`config.mk`:
```
export PLATFORM = sky130hd
export DESIGN_NAME = gb_fanout_flat
export DESIGN_NICKNAME = d
export VERILOG_FILES = /design/src/rtl/gb_fanout_pkg.sv /design/src/rtl/gb_fanout_if.sv /design/src/rtl/gb_fanout_decode.sv /design/src/rtl/gb_fanout.sv /design/src/flat_wrapper.sv
export SDC_FILE = /design/constraint.sdc
export NUM_CORES = 1
export LEC_CHECK = 0
export ABC_AREA = 1
export BUFFER_PORTS_ARGS = -buffer_cell sky130_fd_sc_hd__buf_2
export CAP_MARGIN = 20
export CORE_AREA = 2 2 169 171
export DETAILED_ROUTE_END_ITERATION = 8
export DIE_AREA = 0 0 171 173
export GPL_TIMING_DRIVEN = 0
export PLACE_DENSITY = 0.48
export SYNTH_ARGS = -nofsm -noshare
export SYNTH_HDL_FRONTEND = slang
export SYNTH_SLANG_ARGS = --single-unit
```
`constraint.sdc`:
```
create_clock -name GBPORT_clk -period 3.5 [get_ports GBPORT_clk]
set_input_delay 0.525 -clock GBPORT_clk [delete_from_list [all_inputs] [get_ports GBPORT_clk]]
set_output_delay 0.525 -clock GBPORT_clk [all_outputs]
set_load 0.1 [all_outputs]
```
`src/rtl/gb_fanout_pkg.sv`:
```
// Shared types and helpers for the gb_fanout interposer and its address decoder.
// Also used by the next-level address checker.
package gb_fanout_pkg;

  localparam int MISS_CNT_W = 16;

  // One entry of the read-tracking pipeline.
  typedef struct packed {
    logic       valid;
    logic       hit;
    logic [3:0] sel;
  } rd_track_t;

  function automatic int clog2(input int n);
    int r;
    r = 0;
    for (int i = 0; i < 31; i++) begin
      if ((1 << i) < n) r = i + 1;
    end
    return r;
  endfunction

endpackage

```
`src/rtl/gb_fanout_if.sv`:
```
// Upstream ghostbus port bundle.
// The parent decoder is the master; the interposer is the slave.
interface gb_fanout_if #(
  parameter int AW = 24,
  parameter int DW = 32
);
  logic [AW-1:0] addr;
  logic [DW-1:0] dout;
  logic [DW-1:0] din;
  logic          we;
  logic          wstb;
  logic          rstb;

  modport master (output addr, dout, we, wstb, rstb, input din);
  modport slave  (input addr, dout, we, wstb, rstb, output din);
endinterface

```
`src/rtl/gb_fanout_decode.sv`:
```
// Combinational window decode: maps an upstream address to hit / channel / local offset.
// An address below BASE borrows and is always a miss.
module gb_fanout_decode
  import gb_fanout_pkg::*;
#(
  parameter int            AW    = 24,
  parameter int            NCH   = 4,
  parameter int            CH_AW = 16,
  parameter logic [AW-1:0] BASE  = '0
) (
  input  logic [AW-1:0]    addr,
  output logic             hit,
  output logic [3:0]       sel,
  output logic [CH_AW-1:0] local_addr
);

  if (CH_AW + clog2(NCH) > AW) begin : g_bad_geometry
    $error("gb_fanout_decode: CH_AW + clog2(NCH) exceeds AW");
  end

  logic [AW-1:0] off;
  logic [AW-1:0] win;

  always_comb begin
    off        = addr - BASE;
    win        = off >> CH_AW;
    hit        = (addr >= BASE) && (win < AW'(NCH));
    sel        = 4'(win);
    local_addr = off[CH_AW-1:0];
  end

endmodule

```
`src/rtl/gb_fanout.sv`:
```
// Registered ghostbus fan-out: one upstream port split across NCH child windows,
// with a fixed RD_LAT+2 read latency and a saturating out-of-window counter.
module gb_fanout
  import gb_fanout_pkg::*;
#(
  parameter int            AW       = 24,
  parameter int            DW       = 32,
  parameter int            NCH      = 4,
  parameter int            CH_AW    = 16,
  parameter logic [AW-1:0] BASE     = '0,
  parameter int            RD_LAT   = 1,
  parameter logic [DW-1:0] MISS_VAL = 32'hDEADBEEF
) (
  input  logic                  GBPORT_clk,
  input  logic                  GBPORT_rst_n,
  gb_fanout_if.slave            gbport,
  output logic [NCH*CH_AW-1:0]  ch_addr,
  output logic [NCH*DW-1:0]     ch_dout,
  input  logic [NCH*DW-1:0]     ch_din,
  output logic [NCH-1:0]        ch_we,
  output logic [NCH-1:0]        ch_wstb,
  output logic [NCH-1:0]        ch_rstb,
  output logic [MISS_CNT_W-1:0] miss_cnt
);

  logic             hit;
  logic [3:0]       sel;
  logic [CH_AW-1:0] local_addr;

  gb_fanout_decode #(
    .AW   (AW),
    .NCH  (NCH),
    .CH_AW(CH_AW),
    .BASE (BASE)
  ) u_decode (
    .addr      (gbport.addr),
    .hit       (hit),
    .sel       (sel),
    .local_addr(local_addr)
  );

  logic [NCH-1:0] chan_sel;

  for (genvar gi = 0; gi < NCH; gi++) begin : g_chan_sel
    assign chan_sel[gi] = hit && (sel == 4'(gi));
  end

  logic [NCH*CH_AW-1:0]  ch_addr_reg;
  logic [NCH*DW-1:0]     ch_dout_reg;
  logic [NCH-1:0]        ch_we_reg;
  logic [NCH-1:0]        ch_wstb_reg;
  logic [NCH-1:0]        ch_rstb_reg;
  logic [MISS_CNT_W-1:0] miss_cnt_reg;
  logic [DW-1:0]         din_reg;
  rd_track_t             rd_pipe_reg [RD_LAT+1];

  rd_track_t rd_entry;
  rd_track_t rd_tail;
  logic      miss_evt;
  logic [DW-1:0] rd_mux;

  always_comb begin
    rd_entry.valid = gbport.rstb;
    rd_entry.hit   = gbport.rstb && hit;
    rd_entry.sel   = (gbport.rstb && hit) ? sel : 4'd0;
    // A combined wstb+rstb miss is one event, not two.
    miss_evt       = (gbport.wstb || gbport.rstb) && !hit;
    rd_tail        = rd_pipe_reg[RD_LAT];
    rd_mux         = MISS_VAL;
    if (rd_tail.hit) begin
      for (int i = 0; i < NCH; i++) begin
        if (rd_tail.sel == 4'(i)) rd_mux = ch_din[i*DW +: DW];
      end
    end
  end

  always_ff @(posedge GBPORT_clk or negedge GBPORT_rst_n) begin
    if (!GBPORT_rst_n) begin
      ch_addr_reg  <= '0;
      ch_dout_reg  <= '0;
      ch_we_reg    <= '0;
      ch_wstb_reg  <= '0;
      ch_rstb_reg  <= '0;
      miss_cnt_reg <= '0;
      din_reg      <= '0;
      for (int i = 0; i <= RD_LAT; i++) rd_pipe_reg[i] <= '0;
    end else begin
      // Address and data fan out to every child; only strobes are steered.
      ch_addr_reg <= {NCH{local_addr}};
      ch_dout_reg <= {NCH{gbport.dout}};
      ch_we_reg   <= gbport.we   ? chan_sel : '0;
      ch_wstb_reg <= gbport.wstb ? chan_sel : '0;
      ch_rstb_reg <= gbport.rstb ? chan_sel : '0;

      if (miss_evt && (miss_cnt_reg != '1)) miss_cnt_reg <= miss_cnt_reg + 1'b1;

      rd_pipe_reg[0] <= rd_entry;
      for (int i = 1; i <= RD_LAT; i++) rd_pipe_reg[i] <= rd_pipe_reg[i-1];

      if (rd_tail.valid) din_reg <= rd_mux;
    end
  end

  assign ch_addr     = ch_addr_reg;
  assign ch_dout     = ch_dout_reg;
  assign ch_we       = ch_we_reg;
  assign ch_wstb     = ch_wstb_reg;
  assign ch_rstb     = ch_rstb_reg;
  assign miss_cnt    = miss_cnt_reg;
  assign gbport.din  = din_reg;

endmodule

```
`src/flat_wrapper.sv`:
```
// flat-port wrapper written by rule: the top's interface ports become plain ports
module gb_fanout_flat import gb_fanout_pkg::*;
#(
  parameter int            AW       = 24,
  parameter int            DW       = 32,
  parameter int            NCH      = 4,
  parameter int            CH_AW    = 16,
  parameter logic [AW-1:0] BASE     = '0,
  parameter int            RD_LAT   = 1,
  parameter logic [DW-1:0] MISS_VAL = 32'hDEADBEEF
)
  (GBPORT_clk, GBPORT_rst_n, ch_addr, ch_dout, ch_din, ch_we, ch_wstb, ch_rstb, miss_cnt, gbport_addr, gbport_dout, gbport_we, gbport_wstb, gbport_rstb, gbport_din);
  gb_fanout_if #(.AW(AW), .DW(DW)) gbport_i ();
  input  logic GBPORT_clk;
  input  logic GBPORT_rst_n;
  output logic [NCH*CH_AW-1:0] ch_addr;
  output logic [NCH*DW-1:0] ch_dout;
  input  logic [NCH*DW-1:0] ch_din;
  output logic [NCH-1:0] ch_we;
  output logic [NCH-1:0] ch_wstb;
  output logic [NCH-1:0] ch_rstb;
  output logic [MISS_CNT_W-1:0] miss_cnt;
  input wire logic [$bits(gbport_i.addr)-1:0] gbport_addr;
  input wire logic [$bits(gbport_i.dout)-1:0] gbport_dout;
  input wire logic [$bits(gbport_i.we)-1:0] gbport_we;
  input wire logic [$bits(gbport_i.wstb)-1:0] gbport_wstb;
  input wire logic [$bits(gbport_i.rstb)-1:0] gbport_rstb;
  output wire logic [$bits(gbport_i.din)-1:0] gbport_din;
  assign gbport_i.addr = gbport_addr;
  assign gbport_i.dout = gbport_dout;
  assign gbport_i.we = gbport_we;
  assign gbport_i.wstb = gbport_wstb;
  assign gbport_i.rstb = gbport_rstb;
  assign gbport_din = gbport_i.din;
  gb_fanout #(.AW(AW), .DW(DW), .NCH(NCH), .CH_AW(CH_AW), .BASE(BASE), .RD_LAT(RD_LAT), .MISS_VAL(MISS_VAL)) u_core (.GBPORT_clk(GBPORT_clk), .GBPORT_rst_n(GBPORT_rst_n), .gbport(gbport_i), .ch_addr(ch_addr), .ch_dout(ch_dout), .ch_din(ch_din), .ch_we(ch_we), .ch_wstb(ch_wstb), .ch_rstb(ch_rstb), .miss_cnt(miss_cnt));
endmodule
```
### Yosys cells after proc, flatten, opt, wreduce, memory -nomap -nowiden

Cells that the tools add are included.

* reduce and logical (&&, ||, !) cells: 12
* add/sub/neg operators: 1
* eq/ne operators: 7
* $lt $le $gt $ge: 2
* multiplexer cells: 9

Operators by type and width (number)
* 2-to-1 mux 32 bit: 5
* greater-or-equal comparator 24 x 1 -> 1 bit, second input constant: 1
* adder 16 x 1 -> 16 bit, second input constant: 1
* equality test 4 x 2 -> 1 bit, second input constant: 4
* 2-to-1 mux 4 bit: 4
* inequality test 16 bit, second input constant: 1
* equality test 4 x 1 -> 1 bit, second input constant: 2
* logical AND 1 bit: 8
* zero test 4 bit: 2
* < comparator 8 x 3 -> 1 bit, second input constant: 1
* zero test 1 bit: 1
* logical OR 1 bit: 1

* register bits after elaboration: 264
* input port bits: 189

### Depth between registers and ports, before layout

Gate-level depths: netlist of the first run.

* depth after elaboration: 6
* mapped depth: 9
* mapped depth without buffers: 9

### Hierarchy

Synthesis of the first run repeated with hierarchy kept, for this count alone.

* cells, all modules: 777
* area total of the unflattened synthesis: 6518.8 um^2

Modules (own cells, without submodules)
* gb_fanout: cells each 752, seq. area each 3002.9 um^2, instances 1, area an instance 6347.3 um^2
* gb_fanout_decode: cells each 25, seq. area each 0.0 um^2, instances 1, area an instance 171.4 um^2

### Least setup slack after synthesis of the first run

Ideal clock, no wire load.

* kind: flip-flop to flip-flop
* start: register u_core.miss_cnt_reg[0], in the netlist u_core.miss_cnt[0]
* end: register u_core.miss_cnt_reg[4], in the netlist u_core.miss_cnt[4]
* library setup time: 0.122 ns
* data arrival time: 2.071 ns
* slack: 1.307 ns
* clock period less this slack: 2.193 ns
* path buffers: 1
* data required time: 3.378 ns
* stages on the path, launching flop included: 10
* cells stage by stage: dfrtp_1 ha_1 inv_1 nor2_2 nand2_1 nor2_1 nor2_2 buf_6 nand2_1 o21ai_2

* word-level cells in the longest chain between the ends: 2
* elaborated cells on any way between the ends: 3
* classes of those cells: add/sub (1); eq/ne (1); reduce/logical (1)

RTL lines
* start, declared: line gb_fanout.sv:53 `logic [MISS_CNT_W-1:0] miss_cnt_reg;`
* start signal, assigned: line gb_fanout.sv:95 `if (miss_evt && (miss_cnt_reg != '1)) miss_cnt_reg <= miss_cnt_reg + 1'b1;`
* parallel branches: the longest is 2 deep, another holds adder 16 x 1 -> 16 bit

Parallel ways; which one is timed is not known.
A chain may end at the register's enable or synchronous reset.

==> impl_metrics.tcl, run 1 <==
set metrics [dict create \
    status "finished clean" \
    finalCritPeriodShare_pct 59.4 \
    io_buffers 440 \
    routed_wl_mm 24.3 \
    worst_slack_ns 1.42 \
    final_max_slew_viol_count 0 \
    fin_crit_ns 2.08 \
    rsz0062_at_grt "no" \
    cp.arrival_ns 1.55 \
    gr-usage-all-layers_pct 16.1 \
    viasPerCell 3.89 \
    dieArea_um2 29600 \
    top_level_ports 441 \
    wl_per_cell_um 14.9 \
    cts_root_buf "clkbuf_16" \
    holdCritPathClass "in -> async" \
    drive_gt1_share_pct 53.2 \
    finalSetupTns_ns 0 \
    synth_top_family_by_area "simple AND/OR/NAND/NOR gates" \
    worst_slew_pin_slew_ns 0.680 \
    design.core.area_um2 27600 \
    max_freq_mhz 481 \
    dp_slack_ns 1.51 \
    start_util_pct 23.4 \
    critPathLaunchType "flop" \
    gp_congestion 0.863 \
    pwr_density_cell_nw_per_um2 535 \
    antenna_found_initial 1 \
    grt_pass1_vias 6089 \
    grt_overflow_total 0 \
    synth_xor_area_share_pct 0.543 \
    netlist_instances 778 \
    cts_max_level 4 \
    yosysTopAreaCellShare_pct 46.5 \
    cts_buffers 17 \
    holdWs_ns 0.0595 \
    drtPass1Iterations 4 \
    drt_iter0_markers 243 \
    grt_pass1_wl_mm 35.9 \
    synth_edf_count 0 \
    die_h_um 173 \
    synth.most_common_cell "nand2_1" \
    syn_avg_cell_area_um2 8.29 \
    yosys_warnings 0 \
    cts_num_sinks 120 \
    postCtsSetupRepairBufs 0 \
    dp_hpwl_mm 19.9 \
    worst_skew_pair.late_latency_ns 0.42 \
    yosysTopAreaCell "dfrtp_1" \
    synth_cell_types 33 \
    end_kind "primary output" \
    synthFlopType "dfrtp_1" \
    cts_tree "yes" \
    finalHoldViolations 0 \
    grt_start_max_net_pins 66 \
    synth.area.top_cells "dfrtp_1 47%, buf_4 17%, nand2_1 11%" \
    clkTransAtPathRegs_ns 0.06 \
    area_growth_pct 51.3 \
    synth_seq_cells 120 \
    worstPathRequired_ns 2.97 \
    cts.path.max_buffers 2 \
    slew_headroom_pct 54.7 \
    synth_compound_area_share_pct 4.19 \
    ys_async_sr_fraction_pct 100 \
    drc 0 \
    path_max_fanout 4 \
    vdd_drop_max_uv 229 \
    synthAdderAreaFrac_pct 0.194 \
    vias 6335 \
    power_leakage_uw 0.00529 \
    yosysSeqAreaShare_pct 46.5 \
    nNetsFinal 1429 \
    worst-setup-path-type "reg -> out" \
    die_x_um 171 \
    cts-resized-gates 0 \
    worst_clock_skew_ns 0.00867 \
    synth_common_cells "192 x nand2_1, 146 x buf_4, 120 x dfrtp_1" \
    cts.hold.buffers_added 0 \
    cap_violations 0 \
    synth_simple_gate_area_share_pct 26.6 \
    syn-cell-area_um2 6450 \
    yosys-mux-area-fraction_pct 0 \
    finalSetupViolations 0 \
    antenna_left 0 \
    std_cell_rows 61 \
    diodes 0 \
]
==> cell usage in the layout (no fill, tap or decap), types with 5 or more instances in the layout <==
| cell type | count |
|---|---|
| nor2_1 | 113 |
| clkbuf_1 | 5 |
| dfrtp_1 | 120 |
| o21ai_0 | 21 |
| inv_1 | 45 |
| inv_6 | 7 |
| nand3b_1 | 16 |
| o21ai_2 | 8 |
| or2_2 | 9 |
| buf_6 | 9 |
| buf_2 | 442 |
| clkbuf_16 | 17 |
| buf_4 | 146 |
| nand3_1 | 44 |
| o21ai_1 | 5 |
| a21oi_1 | 9 |
| nand2_1 | 192 |
==> cell families after synthesis <==
family,Yosys count
other cells,1
xor+xnor,4
flops,120
fa+ha+maj,1
simple gates,393
buf+inv,213
compound gates,46
==> worst paths after layout <==
path / end / startpoint / depth (start not counted) / slack [ns]
worst max-delay path: ch_addr[30] / u_core.ch_addr[62] / 2 / 1.42
worst max register to register: u_core.gbport.din[27] / u_core.rd_pipe_reg[5] / 7 / 1.57
min in group GBPORT_clk: u_core.ch_dout[103] / gbport_dout[7] / 1 / 0.21
worst min-delay path: u_core.gbport.din[4] / GBPORT_rst_n / 1 / 0.06
max in group asynchronous: u_core.ch_dout[124] / GBPORT_rst_n / 2 / 2.69
worst min register to register: u_core.rd_pipe_reg[3] / u_core.rd_pipe_reg[9] / 0 / 0.35
==> worst max-delay path, stage by stage (launching register included) <==
cell and delay (ns):
dfrtp_1 0.55, buf_4 0.17, buf_2 0.41
==> final cells by class <==
cell class              instances  area (um2)
plain buffers                 163        1220
clock buffers                  18         439
well taps                     378         473
clock inverters                14         161
inverters                      50         190
fillers                      2965       17900
repair buffers                441        2240
multi-input cells             446        2040
flip-flops and latches        120        3000
==> layer usage <==
| layer | wire length [um] | GRT usage, % | up-vias |
|---|---|---|---|
| met2 | 12300 | 28.1 | 239 |
| met3 | 1530 | 3.20 | 27 |
| li1 | - | - | 3199 |
| met4 | 431 | 5.16 | 0 |
| met5 | 0 | 0 | - |
| met1 | 10100 | 19.9 | 2870 |
==> report_power, final <==
group | internal [uW] | switching, uW | leakage, uW | total, uW
Combinational | 361 | 1490 | 0.00359 | 1850
Sequential | 1470 | 110 | 0.00141 | 1580
Clock | 1090 | 712 | 0.000285 | 1800
==> metrics by stage <==
stage | total power [uW] | instances | area (um2) | utilization [%]
3_5_place_dp | 3470 | 1598 | 9170 | 33.2
5_1_grt | 5460 | 1630 | 9770 | 35.3
3_3_place_gp | 3460 | 1597 | 9130 | 33.0
6_report | 5230 | 1630 | 9770 | 35.3
4_1_cts | 5310 | 1630 | 9770 | 35.3
2_1_floorplan | 3080 | 779 | 6460 | -
(Power assumes the default switching activity.)
==> run 2, diff against run 1 <==
Settings changed: CORE_AREA 2 2 169 171 to 2 2 174 176, DIE_AREA 0 0 171 173 to 0 0 176 178.
Clock period 3.5 ns to 1.7 ns, I/O delays scaled along.
==> run 2 against run 1 <==
  * Clock power rose by 100%
  * Cell area grew 6.9%
  * Core utilization rose by 0.15 points
  * Critical endpoint is now ch_dout[101]
  * Largest cell class unchanged
  * Largest power group unchanged
  * Highest routed layer is now met5
==> impl_metrics.tcl, run 2 (synthesis results as in run 1) <==
set metrics [dict create \
    status "finished clean" \
    worst_slew_pin_slew_ns 0.611 \
    drc 0 \
    cts_num_sinks 120 \
    wl_per_cell_um 14.7 \
    finalCritPeriodShare_pct 97.5 \
    die_h_um 178 \
    design.core.area_um2 29400 \
    crit_chain "buf_4 > buf_2" \
    antenna_found_initial 2 \
    viasPerCell 3.91 \
    top_level_ports 441 \
    gp_congestion 0.840 \
    critPathMaxStageDelay_ns 0.45 \
    worst_skew_pair.late_latency_ns 0.42 \
    grt_pass1_vias 6237 \
    worst-setup-path-type "reg -> out" \
    switchingPower_uw 4820 \
    cts_buffers 17 \
    dp_slack_ns -0.383 \
    cts_max_level 4 \
    rsz0062_at_grt "no" \
    worstPathRequired_ns 1.44 \
    area_growth_pct 61.8 \
    antenna_left 0 \
    internal_power_uw 6100 \
    finalHoldViolations 0 \
    worst_clock_skew_ns 0.0125 \
    final_cell_area_um2 10400 \
    fin_crit_ns 1.66 \
    dieArea_um2 31300 \
    switching_share_pct 44.1 \
    std_cell_rows 63 \
    path_max_fanout 4 \
    clock_power_share_pct 33.5 \
    cts_root_buf "clkbuf_16" \
    final_max_slew_viol_count 0 \
    cts.path.max_buffers 2 \
    grt_start_max_net_pins 64 \
    routed_wl_mm 25.0 \
    die_x_um 176 \
    dp_hpwl_mm 20.1 \
    cp.arrival_ns 1.40 \
    gr-usage-all-layers_pct 15.3 \
    nNetsFinal 1481 \
    finalSetupViolations 0 \
    grt_overflow_total 0 \
    max_freq_mhz 603 \
    drive_gt1_share_pct 53.1 \
    drtPass1Iterations 4 \
    start_util_pct 21.9 \
    cts_tree "yes" \
    pwr-share-seq_pct 30.2 \
    end_kind "primary output" \
    io_buffers 440 \
    slew_headroom_pct 59.3 \
    power_leakage_uw 0.00553 \
    combPwrFrac_pct 36.3 \
    drt_iter0_markers 272 \
    cap_violations 0 \
    slowest_stage "dfrtp_1" \
    holdCritPathClass "in -> reg" \
    final_cell_mix "409 x buf_2, 192 x nand2_1, 160 x buf_4" \
    pwr_density_cell_nw_per_um2 1050 \
    final_common_cell "buf_2" \
    critPathLaunchType "flop" \
    place_area_um2 9220 \
    vdd_drop_max_uv 553 \
    worst_slack_ns 0.0419 \
    vias 6624 \
    grt_pass1_wl_mm 36.3 \
    clkTransAtPathRegs_ns 0.05 \
    holdWs_ns 0.0267 \
    n_fill_cell 3115 \
]
## run 2: cell count changes in the layout (fill, tap and decap cells not counted), moves of 3 or more
| cell | delta |
|---|---|
| dfrtp_1 | -17 |
| dlygate4sd3_1 | +50 |
| clkinv_2 | +3 |
| clkbuf_4 | +24 |
| buf_4 | +14 |
| dfrtp_2 | +15 |
| clkinvlp_4 | -3 |
| buf_2 | -33 |
| clkbuf_1 | -3 |
## run 2: path summary, 6_finish.rpt
kind	slack [ns]	start	depth (start not counted)	endpoint
setup / recovery	0.04	u_core.ch_dout[101]	2	ch_dout[101]
max in group asynchronous	0.55	GBPORT_rst_n	3	u_core.miss_cnt[0]
min in group asynchronous	0.38	GBPORT_rst_n	2	u_core.gbport.din[24]
setup reg to reg	0.13	u_core.rd_pipe_reg[0]	8	u_core.gbport.din[22]
hold / removal	0.03	gbport_addr[16]	2	u_core.ch_rstb[2]
hold reg to reg	0.35	u_core.rd_pipe_reg[9]	0	u_core.rd_pipe_reg[3]
## run 2: metrics by stage
stage                     util, %  TNS, ns  cells  total power (uW)
after floorplan                 -        0    779              6380
after global placement       31.2  -179.50   1609              7180
after detailed placement     31.4    -2.29   1610              7190
after CTS                    35.2        0   1692             11000
after global routing         35.5        0   1695             11400
final                        35.5        0   1695             10900
## run 2: layout make-up
type / instances / area [um2] / area share [%]
antenna: 1 / 2.50 / 0.0240
buffer: 162 / 1230 / 11.7
clock buffer: 17 / 425 / 4.08
clock inverter: 15 / 165 / 1.58
inverter: 50 / 190 / 1.82
multi-input combinational: 446 / 2070 / 19.8
sequential: 120 / 3030 / 29.0
tap: 390 / 488 / 4.68
timing repair buffer: 494 / 2840 / 27.2
## run 2: critical path, delay by kind of cell, from the launching register on
family	cells	cell delay, ns
DFF	1	0.45
buffers and inverters	2	0.55
## run 2: timing repair
| action | CTS | global route |
|---|---|---|
| pin swaps | 0 | 3 |
| endpoints found under the hold margin | 106 | 0 |
| endpoints found under the setup margin | 30 | 52 |
| hold buffers | 50 | 0 |
| resized for setup | 14 | 31 |
| setup buffers | 0 | 3 |
## run 2: metal layers
metal  routed length, um  vias up  part of all wire [%]  track usage (%)
li1                    -     3296                     -                -
met1               10500     3061                    42             19.5
met2               12500      238                    50             25.8
met3                1460       27                   5.8             2.79
met4                 558        2                   2.2             5.96
met5                  13        -                 0.052                0
## run 2: power groups by stage
stage	clock network [uW]	registers, uW	logic (uW)
after detailed placement	0	3340	3850
after global routing	3950	3320	4130
after global placement	0	3340	3830
final	3660	3290	3960
after CTS	3790	3290	3960
after floorplan	0	4410	1970
==> run 3, diff against run 2 <==
Settings changed: PLACE_DENSITY 0.48 to not set, RECOVER_POWER set to 100.
==> run 3 against run 2 <==
  * Routed wire length down 3.4%
  * Combinational power about the same
  * Final cell count increased by 0.12%
  * Power increased by 2.0%
  * Worst hold slack better by 0.0016 ns
  * Worst setup slack got worse by 0.0041 ns
  * Maximum frequency is 0.24% lower
  * Sequential share of layout area decreased by 0.22 points
  * Clock-buffer cell count unchanged
  * Critical path depth unchanged
  * Core utilization grew 0.25 points
  * Largest power group unchanged
==> impl_metrics.tcl, run 3 (synthesis results as in run 1) <==
set metrics [dict create \
    cts_max_level 4 \
    finalSetupViolations 0 \
    worst_clock_skew_ns 0.00936 \
    worst_slack_ns 0.0378 \
    n_fill_cell 3065 \
    path_max_fanout 4 \
    status "finished clean" \
    critPathMaxStageDelay_ns 0.43 \
    max_freq_mhz 602 \
    r2r_start "u_core.rd_pipe_reg[3]" \
    final_cell_mix "266 x buf_2, 192 x nand2_1, 148 x clkbuf_4" \
    power_leakage_uw 0.00554 \
    dp_slack_ns -0.331 \
    worst-setup-path-type "reg -> out" \
    timing.critical_path.max_delay_family "buffers and inverters" \
    std_cell_rows 63 \
    vias 6710 \
    worstHoldStart "gbport_addr[16]" \
    ff2ff_setup_slack_ns 0.07 \
    cts_root_buf "clkbuf_16" \
    antenna_found_initial 3 \
    drtPass1Iterations 5 \
    start_util_pct 21.9 \
    cts_tree "yes" \
    critPathLaunchType "flop" \
    path_buf_inv 2 \
    slowest_stage "dfrtp_1" \
    worstPathRequired_ns 1.44 \
    dieArea_um2 31300 \
    cts_num_sinks 120 \
    dr_wl_met2_mm 12.0 \
    wl_met1_mm 10.3 \
    dp_hpwl_mm 19.2 \
    holdWs_ns 0.0283 \
    grt_start_max_net_pins 63 \
    design.core.area_um2 29400 \
    wl_per_cell_um 14.2 \
    rr_worst_depth 6 \
    gr-usage-all-layers_pct 14.8 \
    io_buffers 440 \
    clkTransAtPathRegs_ns 0.06 \
    final_max_slew_viol_count 0 \
    hold_end "u_core.ch_rstb[2]" \
    finalHoldViolations 0 \
    die_x_um 176 \
    drc 0 \
    vdd_drop_max_uv 531 \
    gp_congestion 0.872 \
    r2r_end "u_core.gbport.din[24]" \
    nNetsFinal 1484 \
    finalCritPeriodShare_pct 97.8 \
    cp.arrival_ns 1.41 \
    end_kind "primary output" \
    rsz0062_at_grt "yes" \
    final_cell_area_um2 10500 \
    pwr_density_cell_nw_per_um2 1060 \
    area_growth_pct 62.9 \
    drive_gt1_share_pct 52.9 \
    top_level_ports 441 \
    place_area_um2 9220 \
    routed_wl_mm 24.2 \
    viasPerCell 3.95 \
    worst_skew_pair.late_latency_ns 0.41 \
    final_common_cell "buf_2" \
    antenna_left 0 \
    fin_crit_ns 1.66 \
    cts_buffers 17 \
    diodes 0 \
    stdcell_count 1697 \
    cts.path.max_buffers 2 \
    grt_overflow_total 0 \
    holdCritPathClass "in -> reg" \
    cap_violations 0 \
    wl_met3_mm 1.48 \
    grt_pass1_wl_mm 35.5 \
    worst_slew_pin_slew_ns 0.884 \
    place_inst 1610 \
    die_h_um 178 \
    drt_iter0_markers 323 \
    whs_path_depth 2 \
    top_layer_used "met4" \
    grt_pass1_vias 6483 \
    slew_headroom_pct 41.0 \
    crit_chain "clkbuf_4 > buf_2" \
]
[run 3: changes by cell type in the layout (fill, tap and decap cells not counted), sizes merged]
cell         change
bufinv           +1
buf            -248
clkbuf         +252
dlygate4sd3      -1
diode            -1
clkinvlp         +2
clkinv           -6
inv              +3
[run 3: cell type report]
class	instances	area, um2	share of cell area, %
multi-input cells	446	2070	19.7
well taps	390	488	4.64
flip-flops and latches	120	3030	28.8
repair buffers	497	2890	27.5
clock buffers	17	425	4.05
inverters	50	195	1.86
clock inverters	15	201	1.92
plain buffers	162	1220	11.6
[run 3: through the flow]
stage	utilization [%]	total power, uW	setup TNS [ns]
2_1_floorplan	-	6380	0
3_3_place_gp	31.2	7140	-158.40
3_5_place_dp	31.4	7170	-2.52
4_1_cts	35.3	11300	0
5_1_grt	35.8	11600	-0.386
6_report	35.8	11100	0
[run 3: worst max-delay path by stage]
stage	from	end	slack [ns]	cells past startpoint
final	u_core.ch_dout[114]	ch_dout[114]	0.04	2
after global routing	u_core.rd_pipe_reg[5]	u_core.gbport.din[25]	-0.04	7
after CTS	u_core.ch_dout[121]	ch_dout[89]	0.003	2
after detailed placement	u_core.rd_pipe_reg[5]	u_core.gbport.din[25]	-0.33	7
after global placement	GBPORT_rst_n	u_core.miss_cnt[1]	-1.70	1
after floorplan	u_core.miss_cnt[5]	u_core.miss_cnt[4]	0.02	8
[run 3: timing repair]
| action | in CTS | in global routing |
|---|---|---|
| setup buffers | 0 | 7 |
| hold buffers | 49 | 0 |
| endpoints found under the hold margin | 106 | 0 |
| pin swaps | 0 | 2 |
| gates resized for setup | 22 | 38 |
| endpoints found under the setup margin | 39 | 67 |
[run 3: layer usage]
layer	vias up	GRT usage, %
met5	-	0
met4	0	4.24
met3	23	3.45
met2	261	25.2
met1	3116	18.8
li1	3310	-
[run 3: where the power goes]
group | internal, uW | leakage, uW | switching (uW)
sequential | 3050 | 0.00139 | 238
clock | 2380 | 0.000306 | 1530
combinational | 841 | 0.00384 | 3100
[run 3: worst reg2reg max path: cells and delay by family (launching register included)]
kind / cells / cell delay (ns)
DFF: 1 / 0.43
and+or+nand+nor: 5 / 0.84
buffers and inverters: 1 / 0.25
